[src/rtl/pc_seq_pkg.sv]
// Shared constants for the PC sequencer: next-PC mode encodings and default parameters.
package pc_seq_pkg;

  typedef enum logic [2:0] {
    SEL_SEQ    = 3'd0,
    SEL_BRANCH = 3'd1,
    SEL_JUMP   = 3'd2,
    SEL_JREG   = 3'd3,
    SEL_RET    = 3'd4
  } pc_sel_e;

  localparam int unsigned DEF_WIDTH        = 32;
  localparam int unsigned DEF_RESET_VECTOR = 0;
  localparam int unsigned DEF_RAS_DEPTH    = 4;

endpackage

[src/rtl/pc_sequencer_if.sv]
// Control/status bundle between the fetch controller (master) and the PC sequencer (slave).
interface pc_sequencer_if
  import pc_seq_pkg::*;
#(
  parameter int unsigned WIDTH = DEF_WIDTH
);
  logic             stall;
  logic [2:0]       pc_sel;
  logic             call;
  logic [WIDTH-1:0] branch_off;
  logic [25:0]      jump_idx;
  logic [WIDTH-1:0] reg_target;
  logic [WIDTH-1:0] pc_out;
  logic [WIDTH-1:0] pc_plus4;
  logic             addr_err;
  logic             ras_empty;
  logic             ras_full;

  modport master (
    output stall, pc_sel, call, branch_off, jump_idx, reg_target,
    input  pc_out, pc_plus4, addr_err, ras_empty, ras_full
  );

  modport slave (
    input  stall, pc_sel, call, branch_off, jump_idx, reg_target,
    output pc_out, pc_plus4, addr_err, ras_empty, ras_full
  );
endinterface

[src/rtl/pc_sequencer_ras.sv]
// Circular return-address stack; a push while full overwrites the oldest entry.
module return_addr_stack #(
  parameter int unsigned WIDTH = 32,
  parameter int unsigned DEPTH = 4
) (
  input  logic             clk,
  input  logic             reset_n,
  input  logic             push,
  input  logic             pop,
  input  logic [WIDTH-1:0] push_data,
  output logic [WIDTH-1:0] top,
  output logic             empty,
  output logic             full
);
  localparam int unsigned PW = $clog2(DEPTH);
  localparam int unsigned CW = PW + 1;

  logic [WIDTH-1:0] r_mem [DEPTH];
  logic [PW-1:0]    r_ptr;
  logic [CW-1:0]    r_count;
  logic             r_empty;
  logic             r_full;

  logic [PW-1:0]    w_top_idx;
  logic [PW-1:0]    w_ptr_nxt;
  logic [CW-1:0]    w_count_nxt;

  assign w_top_idx = r_ptr - PW'(1);
  assign top       = r_mem[w_top_idx];
  assign empty     = r_empty;
  assign full      = r_full;

  // Pop+push together replaces the top in place: pointer and count stay put.
  always_comb begin
    w_ptr_nxt   = r_ptr;
    w_count_nxt = r_count;
    if (push && !pop) begin
      w_ptr_nxt = r_ptr + PW'(1);
      if (r_count != CW'(DEPTH)) w_count_nxt = r_count + CW'(1);
    end else if (pop && !push) begin
      w_ptr_nxt   = w_top_idx;
      w_count_nxt = r_count - CW'(1);
    end
  end

  always_ff @(posedge clk or negedge reset_n) begin
    if (!reset_n) begin
      r_ptr   <= '0;
      r_count <= '0;
      r_empty <= 1'b1;
      r_full  <= 1'b0;
    end else begin
      r_ptr   <= w_ptr_nxt;
      r_count <= w_count_nxt;
      r_empty <= (w_count_nxt == '0);
      r_full  <= (w_count_nxt == CW'(DEPTH));
    end
  end

  always_ff @(posedge clk) begin
    if (push) r_mem[pop ? w_top_idx : r_ptr] <= push_data;
  end

endmodule

[src/rtl/pc_sequencer.sv]
// Program-counter sequencer: next-PC selection, target alignment check and return-address stack.
module pc_sequencer
  import pc_seq_pkg::*;
#(
  parameter int unsigned      WIDTH        = DEF_WIDTH,
  parameter logic [WIDTH-1:0] RESET_VECTOR = WIDTH'(DEF_RESET_VECTOR),
  parameter int unsigned      RAS_DEPTH    = DEF_RAS_DEPTH
) (
  input logic           clk,
  input logic           reset_n,
  pc_sequencer_if.slave bus
);
  logic [WIDTH-1:0] r_pc;
  logic             r_addr_err;

  logic [WIDTH-1:0] w_pc_plus4;
  logic [WIDTH-1:0] w_branch;
  logic [WIDTH-1:0] w_jump;
  logic [27:0]      w_jfield;
  logic [WIDTH-1:0] w_cand;
  logic             w_bad;
  logic             w_ret;
  logic             w_push;
  logic             w_pop;
  logic [WIDTH-1:0] w_top;
  logic             w_empty;
  logic             w_full;

  assign w_pc_plus4 = r_pc + WIDTH'(4);
  assign w_branch   = w_pc_plus4 + (bus.branch_off << 2);
  assign w_jfield   = {bus.jump_idx, 2'b00};

  // Narrow PCs keep only the low bits of the jump field.
  if (WIDTH > 28) begin : g_jump_wide
    assign w_jump = {w_pc_plus4[WIDTH-1:28], w_jfield};
  end else begin : g_jump_narrow
    assign w_jump = w_jfield[WIDTH-1:0];
  end

  always_comb begin
    w_cand = w_pc_plus4;
    w_bad  = 1'b0;
    w_ret  = 1'b0;
    case (bus.pc_sel)
      SEL_BRANCH: w_cand = w_branch;
      SEL_JUMP:   w_cand = w_jump;
      SEL_JREG: begin
        w_cand = bus.reg_target;
        w_bad  = |bus.reg_target[1:0];
      end
      SEL_RET: begin
        w_cand = w_top;
        w_bad  = w_empty;
        w_ret  = 1'b1;
      end
      default: w_cand = w_pc_plus4;
    endcase
  end

  assign w_push = !bus.stall && !w_bad && bus.call;
  assign w_pop  = !bus.stall && !w_bad && w_ret;

  return_addr_stack #(
    .WIDTH (WIDTH),
    .DEPTH (RAS_DEPTH)
  ) u_ras (
    .clk       (clk),
    .reset_n   (reset_n),
    .push      (w_push),
    .pop       (w_pop),
    .push_data (w_pc_plus4),
    .top       (w_top),
    .empty     (w_empty),
    .full      (w_full)
  );

  always_ff @(posedge clk or negedge reset_n) begin
    if (!reset_n) begin
      r_pc       <= RESET_VECTOR;
      r_addr_err <= 1'b0;
    end else if (bus.stall) begin
      r_addr_err <= 1'b0;
    end else begin
      r_addr_err <= w_bad;
      if (!w_bad) r_pc <= w_cand;
    end
  end

  assign bus.pc_out    = r_pc;
  assign bus.pc_plus4  = w_pc_plus4;
  assign bus.addr_err  = r_addr_err;
  assign bus.ras_empty = w_empty;
  assign bus.ras_full  = w_full;

endmodule

[src/flat_wrapper.sv]
// flat-port wrapper written by rule: the top's interface ports become plain ports
module pc_sequencer_flat import pc_seq_pkg::*;
#(
  parameter int unsigned      WIDTH        = DEF_WIDTH,
  parameter logic [WIDTH-1:0] RESET_VECTOR = WIDTH'(DEF_RESET_VECTOR),
  parameter int unsigned      RAS_DEPTH    = DEF_RAS_DEPTH
)
  (clk, reset_n, bus_stall, bus_pc_sel, bus_call, bus_branch_off, bus_jump_idx, bus_reg_target, bus_pc_out, bus_pc_plus4, bus_addr_err, bus_ras_empty, bus_ras_full);
  pc_sequencer_if #(.WIDTH(WIDTH)) bus_i ();
  input logic clk;
  input logic reset_n;
  input wire logic [$bits(bus_i.stall)-1:0] bus_stall;
  input wire logic [$bits(bus_i.pc_sel)-1:0] bus_pc_sel;
  input wire logic [$bits(bus_i.call)-1:0] bus_call;
  input wire logic [$bits(bus_i.branch_off)-1:0] bus_branch_off;
  input wire logic [$bits(bus_i.jump_idx)-1:0] bus_jump_idx;
  input wire logic [$bits(bus_i.reg_target)-1:0] bus_reg_target;
  output wire logic [$bits(bus_i.pc_out)-1:0] bus_pc_out;
  output wire logic [$bits(bus_i.pc_plus4)-1:0] bus_pc_plus4;
  output wire logic [$bits(bus_i.addr_err)-1:0] bus_addr_err;
  output wire logic [$bits(bus_i.ras_empty)-1:0] bus_ras_empty;
  output wire logic [$bits(bus_i.ras_full)-1:0] bus_ras_full;
  assign bus_i.stall = bus_stall;
  assign bus_i.pc_sel = bus_pc_sel;
  assign bus_i.call = bus_call;
  assign bus_i.branch_off = bus_branch_off;
  assign bus_i.jump_idx = bus_jump_idx;
  assign bus_i.reg_target = bus_reg_target;
  assign bus_pc_out = bus_i.pc_out;
  assign bus_pc_plus4 = bus_i.pc_plus4;
  assign bus_addr_err = bus_i.addr_err;
  assign bus_ras_empty = bus_i.ras_empty;
  assign bus_ras_full = bus_i.ras_full;
  pc_sequencer #(.WIDTH(WIDTH), .RESET_VECTOR(RESET_VECTOR), .RAS_DEPTH(RAS_DEPTH)) u_core (.clk(clk), .reset_n(reset_n), .bus(bus_i));
endmodule
[config.mk]
export PLATFORM = sky130hd
export DESIGN_NAME = pc_sequencer_flat
export DESIGN_NICKNAME = d
export VERILOG_FILES = /design/src/rtl/pc_seq_pkg.sv /design/src/rtl/pc_sequencer_if.sv /design/src/rtl/pc_sequencer_ras.sv /design/src/rtl/pc_sequencer.sv /design/src/flat_wrapper.sv
export SDC_FILE = /design/constraint.sdc
export NUM_CORES = 1
export LEC_CHECK = 0
export BUFFER_PORTS_ARGS = -buffer_cell sky130_fd_sc_hd__buf_2
export CAP_MARGIN = 20
export CORE_MARGIN = 2
export CORE_UTILIZATION = 57
export CTS_CLUSTER_SIZE = 16
export DETAILED_ROUTE_END_ITERATION = 8
export PLACE_DENSITY = 0.81
export REMOVE_ABC_BUFFERS = 1
export SLEW_MARGIN = 20
export SYNTH_ARGS = -nofsm -noshare
export SYNTH_HDL_FRONTEND = slang
export SYNTH_SLANG_ARGS = --single-unit
export TNS_END_PERCENT = 5
[constraint.sdc]
create_clock -name clk -period 4.3 [get_ports clk]
set_clock_uncertainty 0.1 [all_clocks]
set_input_delay 0.215 -clock clk [delete_from_list [all_inputs] [get_ports clk]]
set_output_delay 0.215 -clock clk [all_outputs]
set_load 0.01 [all_outputs]
==> impl_metrics.json <==
{
  "ys_types": 80,
  "netSwitchingPower_uw": 2520,
  "slew_viol_final": 0,
  "grt_max_degree": 48,
  "diodes": 0,
  "grt_pass1_vias": 8143,
  "first_pass_iters": 5,
  "wl_mm": 29.8,
  "comb_power_share_pct": 40.6,
  "yosysSeqAreaShare_pct": 49.2,
  "reg2reg_to": "u_core.bus.pc_out[30]$_DFFE_PN0P_",
  "io_buffers": 161,
  "cp_max_fo": 8,
  "finalCriticalPeriod_ps": 4060,
  "async_reset_ff_share_pct": 23.8,
  "cts.sinks": 168,
  "crit_top_cell": "a21o_1",
  "slowest_delay_ps": 420,
  "critPathLaunchType": "register",
  "synth_area_leaders": "edfxtp_1 39%, dfrtp_1 9.9%, mux4_2 7.5%, ha_1 5.0%, a21oi_1 3.6%",
  "peakVddDrop_v": 0.000320,
  "setup_viol": 0,
  "rsz0062_at_grt": "no",
  "finalPower_uw": 6870,
  "power_switching_share_pct": 36.8,
  "r2r_setup_slack_ps": 240,
  "synth_edf_count": 128,
  "avgRoutedWirePerCell_um": 23.2,
  "grtUsageTotal_pct": 33.1,
  "synth_flop_cell": "edfxtp_1",
  "initial_utilization_pct": 57.5,
  "rows": 48,
  "hold_end": "u_core.bus.pc_out[1]$_DFFE_PN0P_",
  "critPathRequiredTime_ps": 4520,
  "cts_root_buffer": "clkbuf_16",
  "max_freq_mhz": 247,
  "crit_type": "reg2reg",
  "power.density_mw_per_mm2": 584,
  "min-delay-start": "bus_reg_target[1]",
  "setup_ws_ps": 243,
  "die_h_um": 135,
  "cts_max_level": 4,
  "power_leakage_uw": 0.00467,
  "avgSynthCellArea_sq_um": 11.2,
  "hold_viol_final": 0,
  "via_per_inst": 6.55,
  "maxCapViolCount": 0,
  "outcome": "completed",
  "drtAntennaViolNets": 0,
  "synth_area_sq_mm": 0.00984,
  "cp-end-kind": "register",
  "worst_pin_slew_ps": 1140,
  "dieArea_sq_mm": 0.0183,
  "cp_slowest_cell": "dfrtp_1",
  "hold_path_depth": 3,
  "crit_chain": "ha_1 -> and4_1 -> and3_2 -> nand3b_1 -> nor2_1 -> xor2_1 -> ha_1 -> a21o_1 -> a21o_1 -> a21o_1 -> a21oi_1 -> o21ai_0 -> a41o_1 -> xnor2_1 -> o22ai_1",
  "yosys_warnings": 0,
  "hp-class": "in2reg",
  "cts_buffers": 17,
  "drt-initial-drc-count": 1007,
  "synthTopCellsByCount": "128 x edfxtp_1, 75 x nand2_1, 70 x a21oi_1",
  "yosys.area.top_type": "edfxtp_1",
  "synthCells": 877,
  "dp_hpwl_mm": 20.1,
  "synth.top_cell.area_share_pct": 39.0,
  "cp_top_family": "compound AO/OA/AOI/OAI gates",
  "grt.overflow.total": 0,
  "p_int_uw": 4340,
  "power_frac_clock_pct": 23.9,
  "antenna_found_initial": 0,
  "via_count": 8434,
  "hold_slack_ps": 16.2,
  "seqPwrFrac_pct": 35.5,
  "clk_latency_ps": 440,
  "fin_nets": 1186,
  "die_x_um": 135,
  "coreArea_sq_mm": 0.0171,
  "drc_errors": 0,
  "area_growth_pct": 19.4,
  "synth_most_common_cell": "edfxtp_1",
  "max_slew_margin_pct": 23.7,
  "rr_startpoint": "u_core.bus.pc_out[3]$_DFFE_PN0P_",
  "ioPinCount": 164,
  "reg2reg_depth": 15,
  "final.period_utilization_pct": 94.3,
  "place_congestion": 1.00,
  "cts_tree": "done",
  "grt_pass1_wl_mm": 45.0,
  "clk_pin_slew_worst_paths_ps": 70,
  "path_buf_inv": 0,
  "layout-drive-gt1-share_pct": 27.4,
  "arrival_ps": 4280,
  "yosys_register_bits": 168,
  "clk_path_buf_depth": 2,
  "dpl_worst_slack_ps": 311
}
## flip-flops by register name, summed over array words and instances, names as in the netlist
name and flops:
u_core.u_ras.r_mem 128, u_core.bus.pc_out 32, u_core.u_ras.r_count 3, u_core.u_ras.r_ptr 2, u_core.bus.addr_err 1, u_core.u_ras.empty 1
u_core.u_ras.full 1
## metal layers
metal / GRT usage, % / part of all wire [%] / up-vias
met5: 0 / 0 / -
met4: 15.5 / 3.7 / 0
met3: 7.78 / 11 / 102
met2: 51.0 / 46 / 549
met1: 44.9 / 39 / 4107
li1: - / - / 3676
## cells by family (layout without fill, tap and decap cells)
| kind of cell | Yosys count | after routing | synth area share, % |
|---|---|---|---|
| AO/OA/AOI/OAI | 251 | 251 | 16.3 |
| AND/OR/NAND/NOR | 245 | 245 | 12.7 |
| buffers and inverters | 76 | 261 | 3.16 |
| XOR/XNOR | 53 | 53 | 4.72 |
| adder cells (fa/ha/maj) | 40 | 40 | 5.16 |
| flip-flops | 168 | 168 | 49.2 |
| multiplexers | 44 | 44 | 8.68 |
## worst reg2reg max path, stage by stage, from the launching register on
cell and delay, ps:
dfrtp_1 420, ha_1 300, and4_1 290, and3_2 340
nand3b_1 290, nor2_1 210, xor2_1 280, ha_1 360
a21o_1 190, a21o_1 210, a21o_1 190, a21oi_1 150
o21ai_0 110, a41o_1 230, xnor2_1 170, o22ai_1 100
## power by group through the flow
stage               Clock [uW]  Combinational (uW)  Sequential (uW)
floorplan                    0                1730             2480
global placement             0                2630             2440
detailed placement           0                2680             2460
CTS                       1650                2730             2430
global route              1710                2990             2470
finish                    1640                2790             2440
## final cells by class
type,instances,area (sq um)
fillers,1262,5370
flip-flops and latches,168,4850
multi-input cells,633,4740
repair buffers,203,1160
clock buffers,22,454
well taps,225,282
clock inverters,10,169
inverters,26,97.6
## stage by stage
| step | utilization, % | TNS [ps] | cell area [sq um] | cells |
|---|---|---|---|---|
| 2_1_floorplan | - | -16780 | 9630 | 827 |
| 3_3_place_gp | 64.8 | 0 | 11100 | 1253 |
| 3_5_place_dp | 64.8 | 0 | 11100 | 1253 |
| 4_1_cts | 68.6 | 0 | 11700 | 1287 |
| 5_1_grt | 68.7 | 0 | 11800 | 1287 |
| 6_report | 68.7 | 0 | 11800 | 1287 |
## cell usage in the layout (no fill, tap or decap), types with 4 or more instances in the layout
cell       instances
o21ai_1            4
a21oi_1           69
clkbuf_1           4
and2_1             5
buf_2            161
or3_1              5
a221o_1            5
nor2_1            58
edfxtp_1         128
o21a_1             5
mux2i_1           10
nand3_1           23
nor2b_1            8
o211ai_1           6
nor3_1            10
and3_1            13
o21ai_0           56
nand2_1           75
nand2b_1           9
dfrtp_1           38
clkbuf_16         17
buf_4             37
mux4_2            33
a211oi_1           4
o31ai_1            4
a221oi_1           8
inv_1             25
bufinv_16          4
a31oi_1           17
nand4_1            5
xor2_1            18
a22oi_1            5
ha_1              39
a21o_1            20
xnor2_1           34
o22ai_1           15
## repair_timing
action,CTS,global route
endpoints found under the setup margin,0,7
hold endpoints to repair,40,0
resized for setup,0,4
setup buffers,0,0
hold buffers,2,0
## worst max path at each step
stage	cells after the start	to	startpoint
5_1_grt	15	u_core.bus.pc_out[30]$_DFFE_PN0P_	u_core.bus.pc_out[3]$_DFFE_PN0P_
3_5_place_dp	14	u_core.bus.pc_out[29]$_DFFE_PN0P_	u_core.bus.pc_out[5]$_DFFE_PN0P_
3_3_place_gp	15	u_core.bus.pc_out[30]$_DFFE_PN0P_	u_core.bus.pc_out[3]$_DFFE_PN0P_
2_1_floorplan	8	u_core.u_ras.r_mem[3][0]$_DFFE_PP_	bus_pc_sel[0]
6_report	15	u_core.bus.pc_out[30]$_DFFE_PN0P_	u_core.bus.pc_out[3]$_DFFE_PN0P_
4_1_cts	15	u_core.bus.pc_out[30]$_DFFE_PN0P_	u_core.bus.pc_out[3]$_DFFE_PN0P_
Power figures use the tool's default switching activity.
